`config.mk`:
```
export PLATFORM = sky130hd
export DESIGN_NAME = ahb_apb_bridge
export DESIGN_NICKNAME = d
export VERILOG_FILES = /design/src/rtl/ahb_apb_bridge.sv
export SDC_FILE = /design/constraint.sdc
export NUM_CORES = 1
export LEC_CHECK = 0
export ABC_CLOCK_PERIOD_IN_PS = 4100
export CAP_MARGIN = 20
export CORE_MARGIN = 2
export CORE_UTILIZATION = 44
export CTS_CLUSTER_SIZE = 28
export DETAILED_ROUTE_END_ITERATION = 6
export GPL_TIMING_DRIVEN = 0
export PLACE_DENSITY = 0.85
export RECOVER_POWER = 25
export SYNTH_ARGS = -nofsm -noshare
export SYNTH_HDL_FRONTEND = slang
export SYNTH_HIERARCHICAL = 1
export SYNTH_SLANG_ARGS = --single-unit
```
`constraint.sdc`:
```
create_clock -name HCLK -period 4.1 [get_ports HCLK]
set_input_delay 0.615 -clock HCLK [delete_from_list [all_inputs] [get_ports HCLK]]
set_output_delay 0.615 -clock HCLK [all_outputs]
set_load 0.03 [all_outputs]
```
`src/rtl/ahb_apb_bridge.sv`:
```
// AHB-lite to APB3 bridge.
// Each AHB transfer becomes one APB access. The address is decoded into
// one-hot peripheral selects, and an unmapped slot gets a two-cycle AHB
// ERROR response. Every bus-facing output comes straight from a flop.

module ahb_apb_bridge_chk #(
  parameter int ADDR_WIDTH = 16,
  parameter int NUM_SLV    = 4
) (
  input logic                  HCLK,
  input logic                  HRESETn,
  input logic [NUM_SLV-1:0]    PSEL,
  input logic                  PENABLE,
  input logic                  PREADY,
  input logic [ADDR_WIDTH-1:0] PADDR,
  input logic                  PWRITE,
  input logic                  HREADYOut,
  input logic [1:0]            HRESP
);

  // at most one peripheral is ever selected
  a_psel_onehot : assert property (@(posedge HCLK) disable iff (!HRESETn)
    $onehot0(PSEL))
    else $error("bridge selects more than one peripheral");

  // the enable phase only exists with a peripheral selected
  a_penable_sel : assert property (@(posedge HCLK) disable iff (!HRESETn)
    PENABLE |-> (PSEL != '0))
    else $error("PENABLE without PSEL");

  // a wait-stated access keeps select, address and direction steady
  a_access_hold : assert property (@(posedge HCLK) disable iff (!HRESETn)
    (PENABLE && !PREADY) |=> (PENABLE && $stable(PSEL) && $stable(PADDR) && $stable(PWRITE)))
    else $error("APB access changed while waiting");

  // the bridge never answers with a reserved response code
  a_hresp_legal : assert property (@(posedge HCLK) disable iff (!HRESETn)
    !HRESP[1])
    else $error("illegal HRESP");

  // no APB activity while the AHB side sees a ready data phase
  a_ready_idle_apb : assert property (@(posedge HCLK) disable iff (!HRESETn)
    HREADYOut |-> (PSEL == '0))
    else $error("PSEL active while HREADYOut high");

endmodule

module ahb_apb_bridge #(
  parameter int ADDR_WIDTH = 16,
  parameter int NUM_SLV    = 4,
  parameter int SLV_SHIFT  = 12
) (
  input  logic                  HCLK,
  input  logic                  HRESETn,
  input  logic                  HSEL,
  input  logic [31:0]           HADDR,
  input  logic [1:0]            HTRANS,
  input  logic                  HWRITE,
  input  logic [31:0]           HWDATA,
  input  logic                  HREADYIn,
  output logic                  HREADYOut,
  output logic [1:0]            HRESP,
  output logic [31:0]           HRDATA,
  output logic [ADDR_WIDTH-1:0] PADDR,
  output logic [NUM_SLV-1:0]    PSEL,
  output logic                  PENABLE,
  output logic                  PWRITE,
  output logic [31:0]           PWDATA,
  input  logic [31:0]           PRDATA,
  input  logic                  PREADY,
  input  logic                  PSLVERR
);

  typedef enum logic [2:0] {
    S_IDLE   = 3'd0,
    S_LATCH  = 3'd1,
    S_SETUP  = 3'd2,
    S_ACCESS = 3'd3,
    S_DONE   = 3'd4,
    S_ERR1   = 3'd5,
    S_ERR2   = 3'd6
  } state_t;

  localparam logic [1:0] RESP_OKAY  = 2'b00;
  localparam logic [1:0] RESP_ERROR = 2'b01;

  state_t                r_state;
  state_t                w_state_nxt;
  logic                  r_hready;
  logic                  w_hready_nxt;
  logic [1:0]            r_hresp;
  logic [1:0]            w_hresp_nxt;
  logic [NUM_SLV-1:0]    r_psel;
  logic [NUM_SLV-1:0]    w_psel_nxt;
  logic                  r_penable;
  logic                  w_penable_nxt;
  logic [31:0]           r_hrdata;
  logic [ADDR_WIDTH-1:0] r_addr;
  logic [3:0]            r_idx;
  logic                  r_hwrite;
  logic [ADDR_WIDTH-1:0] r_paddr;
  logic                  r_pwrite;
  logic [31:0]           r_pwdata;

  logic                  w_valid;
  logic                  w_sample;
  logic                  w_hit;
  logic [3:0]            w_idx;
  logic                  w_unused;

  // one-hot select for a peripheral index
  function automatic logic [NUM_SLV-1:0] f_decode(input logic [3:0] idx);
    logic [NUM_SLV-1:0] v;
    v = '0;
    for (int i = 0; i < NUM_SLV; i++) begin
      v[i] = (idx == 4'(i));
    end
    return v;
  endfunction

  // index lands on an implemented peripheral slot
  function automatic logic f_mapped(input logic [3:0] idx);
    return ({28'd0, idx} < 32'(NUM_SLV));
  endfunction

  assign w_idx    = HADDR[SLV_SHIFT+3:SLV_SHIFT];
  assign w_valid  = HSEL & HTRANS[1] & HREADYIn;
  assign w_hit    = f_mapped(w_idx);
  // a new address phase is only accepted while the bridge drives HREADY high
  assign w_sample = (r_state == S_IDLE) || (r_state == S_DONE) || (r_state == S_ERR2);
  // address bits outside PADDR/index and the BUSY/SEQ distinction are don't-cares
  assign w_unused = ^{HADDR, HTRANS[0]};

  // next-state logic
  always_comb begin
    w_state_nxt = r_state;
    case (r_state)
      S_IDLE, S_DONE, S_ERR2: begin
        if (w_valid) begin
          if (w_hit) begin
            w_state_nxt = S_LATCH;
          end else begin
            w_state_nxt = S_ERR1;
          end
        end else begin
          w_state_nxt = S_IDLE;
        end
      end
      S_LATCH:  w_state_nxt = S_SETUP;
      S_SETUP:  w_state_nxt = S_ACCESS;
      S_ACCESS: begin
        if (PREADY) begin
          if (PSLVERR) begin
            w_state_nxt = S_ERR1;
          end else begin
            w_state_nxt = S_DONE;
          end
        end else begin
          w_state_nxt = S_ACCESS;
        end
      end
      S_ERR1:   w_state_nxt = S_ERR2;
      default:  w_state_nxt = S_IDLE;
    endcase
  end

  // bus outputs decoded from the state being entered, so they can be registered
  always_comb begin
    w_hready_nxt  = 1'b0;
    w_hresp_nxt   = RESP_OKAY;
    w_psel_nxt    = '0;
    w_penable_nxt = 1'b0;
    case (w_state_nxt)
      S_IDLE, S_DONE: w_hready_nxt = 1'b1;
      S_LATCH:        w_hready_nxt = 1'b0;
      S_SETUP:        w_psel_nxt   = f_decode(r_idx);
      S_ACCESS: begin
        w_psel_nxt    = f_decode(r_idx);
        w_penable_nxt = 1'b1;
      end
      S_ERR1:         w_hresp_nxt  = RESP_ERROR;
      S_ERR2: begin
        w_hready_nxt = 1'b1;
        w_hresp_nxt  = RESP_ERROR;
      end
      default:        w_hready_nxt = 1'b1;
    endcase
  end

  // state and handshake flops; reset drops the APB select at once
  always_ff @(posedge HCLK or negedge HRESETn) begin
    if (!HRESETn) begin
      r_state   <= S_IDLE;
      r_hready  <= 1'b1;
      r_hresp   <= RESP_OKAY;
      r_psel    <= '0;
      r_penable <= 1'b0;
    end else begin
      r_state   <= w_state_nxt;
      r_hready  <= w_hready_nxt;
      r_hresp   <= w_hresp_nxt;
      r_psel    <= w_psel_nxt;
      r_penable <= w_penable_nxt;
    end
  end

  // capture the AHB address phase of an accepted transfer
  always_ff @(posedge HCLK or negedge HRESETn) begin
    if (!HRESETn) begin
      r_addr   <= '0;
      r_idx    <= 4'd0;
      r_hwrite <= 1'b0;
    end else if (w_sample && w_valid) begin
      r_addr   <= {HADDR[ADDR_WIDTH-1:2], 2'b00};
      r_idx    <= w_idx;
      r_hwrite <= HWRITE;
    end
  end

  // APB address, direction and write data become valid for SETUP and then hold
  always_ff @(posedge HCLK or negedge HRESETn) begin
    if (!HRESETn) begin
      r_paddr  <= '0;
      r_pwrite <= 1'b0;
      r_pwdata <= 32'd0;
    end else if (r_state == S_LATCH) begin
      r_paddr  <= r_addr;
      r_pwrite <= r_hwrite;
      if (r_hwrite) begin
        r_pwdata <= HWDATA;
      end
    end
  end

  // read data only changes on a successful read completion
  always_ff @(posedge HCLK or negedge HRESETn) begin
    if (!HRESETn) begin
      r_hrdata <= 32'd0;
    end else if ((r_state == S_ACCESS) && PREADY && !PSLVERR && !r_hwrite) begin
      r_hrdata <= PRDATA;
    end
  end

  assign HREADYOut = r_hready;
  assign HRESP     = r_hresp;
  assign HRDATA    = r_hrdata;
  assign PADDR     = r_paddr;
  assign PSEL      = r_psel;
  assign PENABLE   = r_penable;
  assign PWRITE    = r_pwrite;
  assign PWDATA    = r_pwdata;

  ahb_apb_bridge_chk #(
    .ADDR_WIDTH (ADDR_WIDTH),
    .NUM_SLV    (NUM_SLV)
  ) u_chk (
    .HCLK      (HCLK),
    .HRESETn   (HRESETn),
    .PSEL      (r_psel),
    .PENABLE   (r_penable),
    .PREADY    (PREADY),
    .PADDR     (r_paddr),
    .PWRITE    (r_pwrite),
    .HREADYOut (r_hready),
    .HRESP     (r_hresp)
  );

endmodule

```
-- Yosys cells after proc, flatten, opt, wreduce, memory -nomap -nowiden
Cells that the tools add are included.
- flip-flop bits (word level): 109
- logic and storage cells: 53
- magnitude comparators: 1
- equality and inequality tests: 14
- mux-type cells: 9
- bitwise operators: 2
- reductions and logical operators: 15
- operators with widths (operator ; count):
    3-bit == test, second input constant ; 5
    3-bit case mux with 5 select lines ; 1
    3-bit by 2-bit == test with 1-bit output, second input constant ; 4
    3-bit 2-to-1 mux ; 3
    4-bit by 2-bit == test with 1-bit output, second input constant ; 2
    3-bit by 1-bit == test with 1-bit output, second input constant ; 2
    4-bit by 1-bit == test with 1-bit output, second input constant ; 1
    1-bit logical AND ; 4
    4-bit logical NOT ; 1
    4-bit by 3-bit less-than comparator with 1-bit output, second input constant ; 1
    1-bit 2-to-1 mux ; 4
    4-bit 2-to-1 mux ; 1
    2-bit OR reduction ; 2
    4-bit OR reduction ; 1
    3-bit logical NOT ; 1
    3-bit OR reduction ; 1
    1-bit bitwise AND ; 2
    1-bit logical NOT ; 2
    1-bit logical OR ; 2
    2-bit AND reduction ; 1

-- Depth between registers and ports, before layout
- word-level depth: 7
- depth in mapped cells: 5
- gate-level depth less buffers: 3

-- Least setup slack after synthesis
Ideal clock, no wire load.
- kind: input to register
- start: input port HREADYIn
- end: register r_addr[10]
- library setup time: 0.125 ns
- arrival: 1.518 ns
- setup slack: 2.457 ns
- cell stages on the path: 4
- buffers on the path: 1
- cell sequence: nand4b_1 nor2_4 buf_4 mux2_2
- word-level cells in the longest chain between the ends: 2
- RTL lines (item ; line ; source):
    from (decl) ; 60 ; input logic HREADYIn,
    1-bit bitwise AND ; 127 ; assign w_valid = HSEL & HTRANS[1] & HREADYIn;
    1-bit logical AND ; 213 ; end else if (w_sample && w_valid) begin
    to (signal assigned) ; 214 ; r_addr <= {HADDR[ADDR_WIDTH-1:2], 2'b00};
    to (decl) ; 98 ; logic [ADDR_WIDTH-1:0] r_addr;
Every way passes these cells.
A chain may end at the register's enable or synchronous reset.

-- Worst setup path in the final report
- start: register r_hready, in the netlist HREADYOut
- end: output port HREADYOut
- RTL lines (item ; line ; source):
    from (decl) ; 89 ; logic r_hready;
    from (signal assigned) ; 200 ; r_hready <= w_hready_nxt;
    to (decl) ; 61 ; output logic HREADYOut,
No word-level cell between the ends.

==> metrics.txt <==
status complete, no violations; n_diodes 0; Slew Viols, Final 0; DR iter-0 viols 54; Register Area 2600 µm²; Clock Tree Buf Depth 2; core area 9200 µm²; largest net degree at the start of global routing 56; non-filler cells, final 547; IO Pins 194; # Max-Cap Violations 0; worst skew pair latency 360 ps; commonest cells after routing, fill and taps aside clkdlybuf4s50_1 (169), dfrtp_1 (103), mux2_2 (61); RSZ-0062 raised after global routing no; DR pass1 iterations 4; Setup crit start kind flip-flop; wire per inst 16.7 µm; Routed WL 9160 µm; Post-Route Skew 14.3 ps; Max Clock Freq 461 MHz; placed insts 531; Sink Count 104; total gr overflow 0; critical path's top delay family buffers and inverters; Peak VDD IR 0.000422 V; Vias/cell 4.86; die width 101 µm; Routed Antenna Nets 0; Slew HR 0.532; Finish-stage setup viols 0; crit-path max FO 1; met1 track demand over resource 0.220; HP Class in2async; multi-input combinational cell area 1410 µm²; most common cell after layout, fill and taps aside clkdlybuf4s50_1; CP bufs+invs 1; CTS clock-pin slew for the worst setup and hold paths 110 ps; post-CTS sizing 0; Synth Register Bits 104; GP Congestion 0.700; setup bufs post-CTS 0; Post-Syn Instances 246; Least-Margin Pin Slew 701 ps; final hold violation count 0; first-pass GRT wire length 14,100 µm; grt peak-use layer met2; post-synth cell types 33; detailed placement HPWL 6970 µm; TritonCTS clock tree yes; Fillers 669; crit share post-route 0.529; CP endpoint kind primary output; Pwr Density 838 nW/µm²; routing usage on met3 0.0437; Die H 101 µm; Initial Util 0.450; Setup WS post-layout 1930 ps; routed via count 2,656; Final Power 5.23 mW; critical path's slowest cell clkdlybuf4s50_1; site row count 35; Num CTS Buffers 9; CP cell instances clkdlybuf4s50_1; PortBufs 171; Yosys Warn Count 6; initial antenna violation count 0; Crit path arrival time 1550 ps; hold_buf cts 0; DR DRC count 0; die area 10,200 µm²; total track usage 0.179; ys flop type dfrtp_1; Leakage Power 2.73 nW; DP Worst Slack 1760 ps; vias in the first global route 2,795; Clock Tree Root clkbuf_8; final critical-path required period 2170 ps; EDFF count, synth 0; Layout area overhead 51.0%; H-tree depth 3; synthesized area 4140 µm²; syn avg cell area 16.8 µm²; ys async rst share 1.00; Final Net Count 536; met2 Usage GRT 0.319; crit path kind reg2out; critical path required time 3480 ps; crit-path max cell delay 680 ps; post-synthesis sequential area ratio 0.630; layout cells sized above 1 0.291
[logic make-up (layout without fill, tap and decap cells)]
group                  count (synthesis)  after routing  share of synthesized area
flip-flops                           104            104                      0.630
AO/OA/AOI/OAI                          7              7                     0.0112
other                                  1              3                   0.000907
buffers and inverters                 15            203                     0.0321
multiplexers                          94             94                      0.283
AND/OR/NAND/NOR                       25             25                     0.0430
[sequential cells by signal, summed over array words and instances, names as in the netlist, 3 cells and up]
name,cells
PWDATA,32
PSEL,4
PADDR,14
r_state,3
r_idx,4
r_addr,10
HRDATA,32
[power by group]
| group | leakage (nW) | total [mW] | internal [mW] | switching (mW) |
|---|---|---|---|---|
| clock | 0.115 | 0.711 | 0.351 | 0.360 |
| sequential | 1.28 | 1.80 | 1.52 | 0.280 |
| combinational | 1.34 | 2.72 | 1.37 | 1.35 |
[through the flow]
step | hold slack [ps] | utilization | TNS, ps | area, µm²
finish | 297 | 0.679 | 0 | 6240
global route | 337 | 0.679 | 0 | 6240
CTS | 314 | 0.679 | 0 | 6240
detailed placement | 478 | 0.654 | 0 | 6020
global placement | 462 | 0.652 | -135800 | 5990
floorplan | 319 | - | 0 | 4140
[cell type report]
type / instances / share of cell area
Multi-Input combinational cell: 129 / 0.225
Clock buffer: 9 / 0.0198
Sequential cell: 104 / 0.417
Buffer: 13 / 0.0200
Tap cell: 111 / 0.0222
Clock inverter: 7 / 0.0160
Inverter: 2 / 0.00120
Timing Repair Buffer: 172 / 0.278
[layer usage]
layer,share of wire,vias to the layer above
met5,0,-
met4,0.0093,0
met3,0.067,9
met2,0.51,102
met1,0.41,1313
li1,-,1232
[path summary, 6_finish.rpt]
path	startpoint	to	slack (ps)	cells past startpoint
worst max-delay path	HREADYOut	HREADYOut	1930	1
worst min-delay path	HRESETn	PWDATA[31]	300	1
worst max register to register	r_state[0]	PWDATA[9]	2250	5
worst min register to register	r_addr[5]	r_addr[5]	490	1
max in group asynchronous	HRESETn	HREADYOut	3060	2
min in group HCLK	r_addr[5]	r_addr[5]	490	1
[cells in the mapped netlist, types with 2 or more instances]
cell	count	area, µm²
a21oi_1	2	10.0
mux2_4	30	450
mux2_1	3	33.8
nand4b_1	3	26.3
mux2_2	61	687
buf_12	3	60.1
inv_1	2	7.51
buf_4	4	30.0
nor2_1	4	15.0
or2_2	2	12.5
dfrtp_1	103	2580
a21o_1	2	15.0
buf_2	4	20.0
nor4_1	4	25.0
Note: power is estimated with default switching activity, not from simulation.
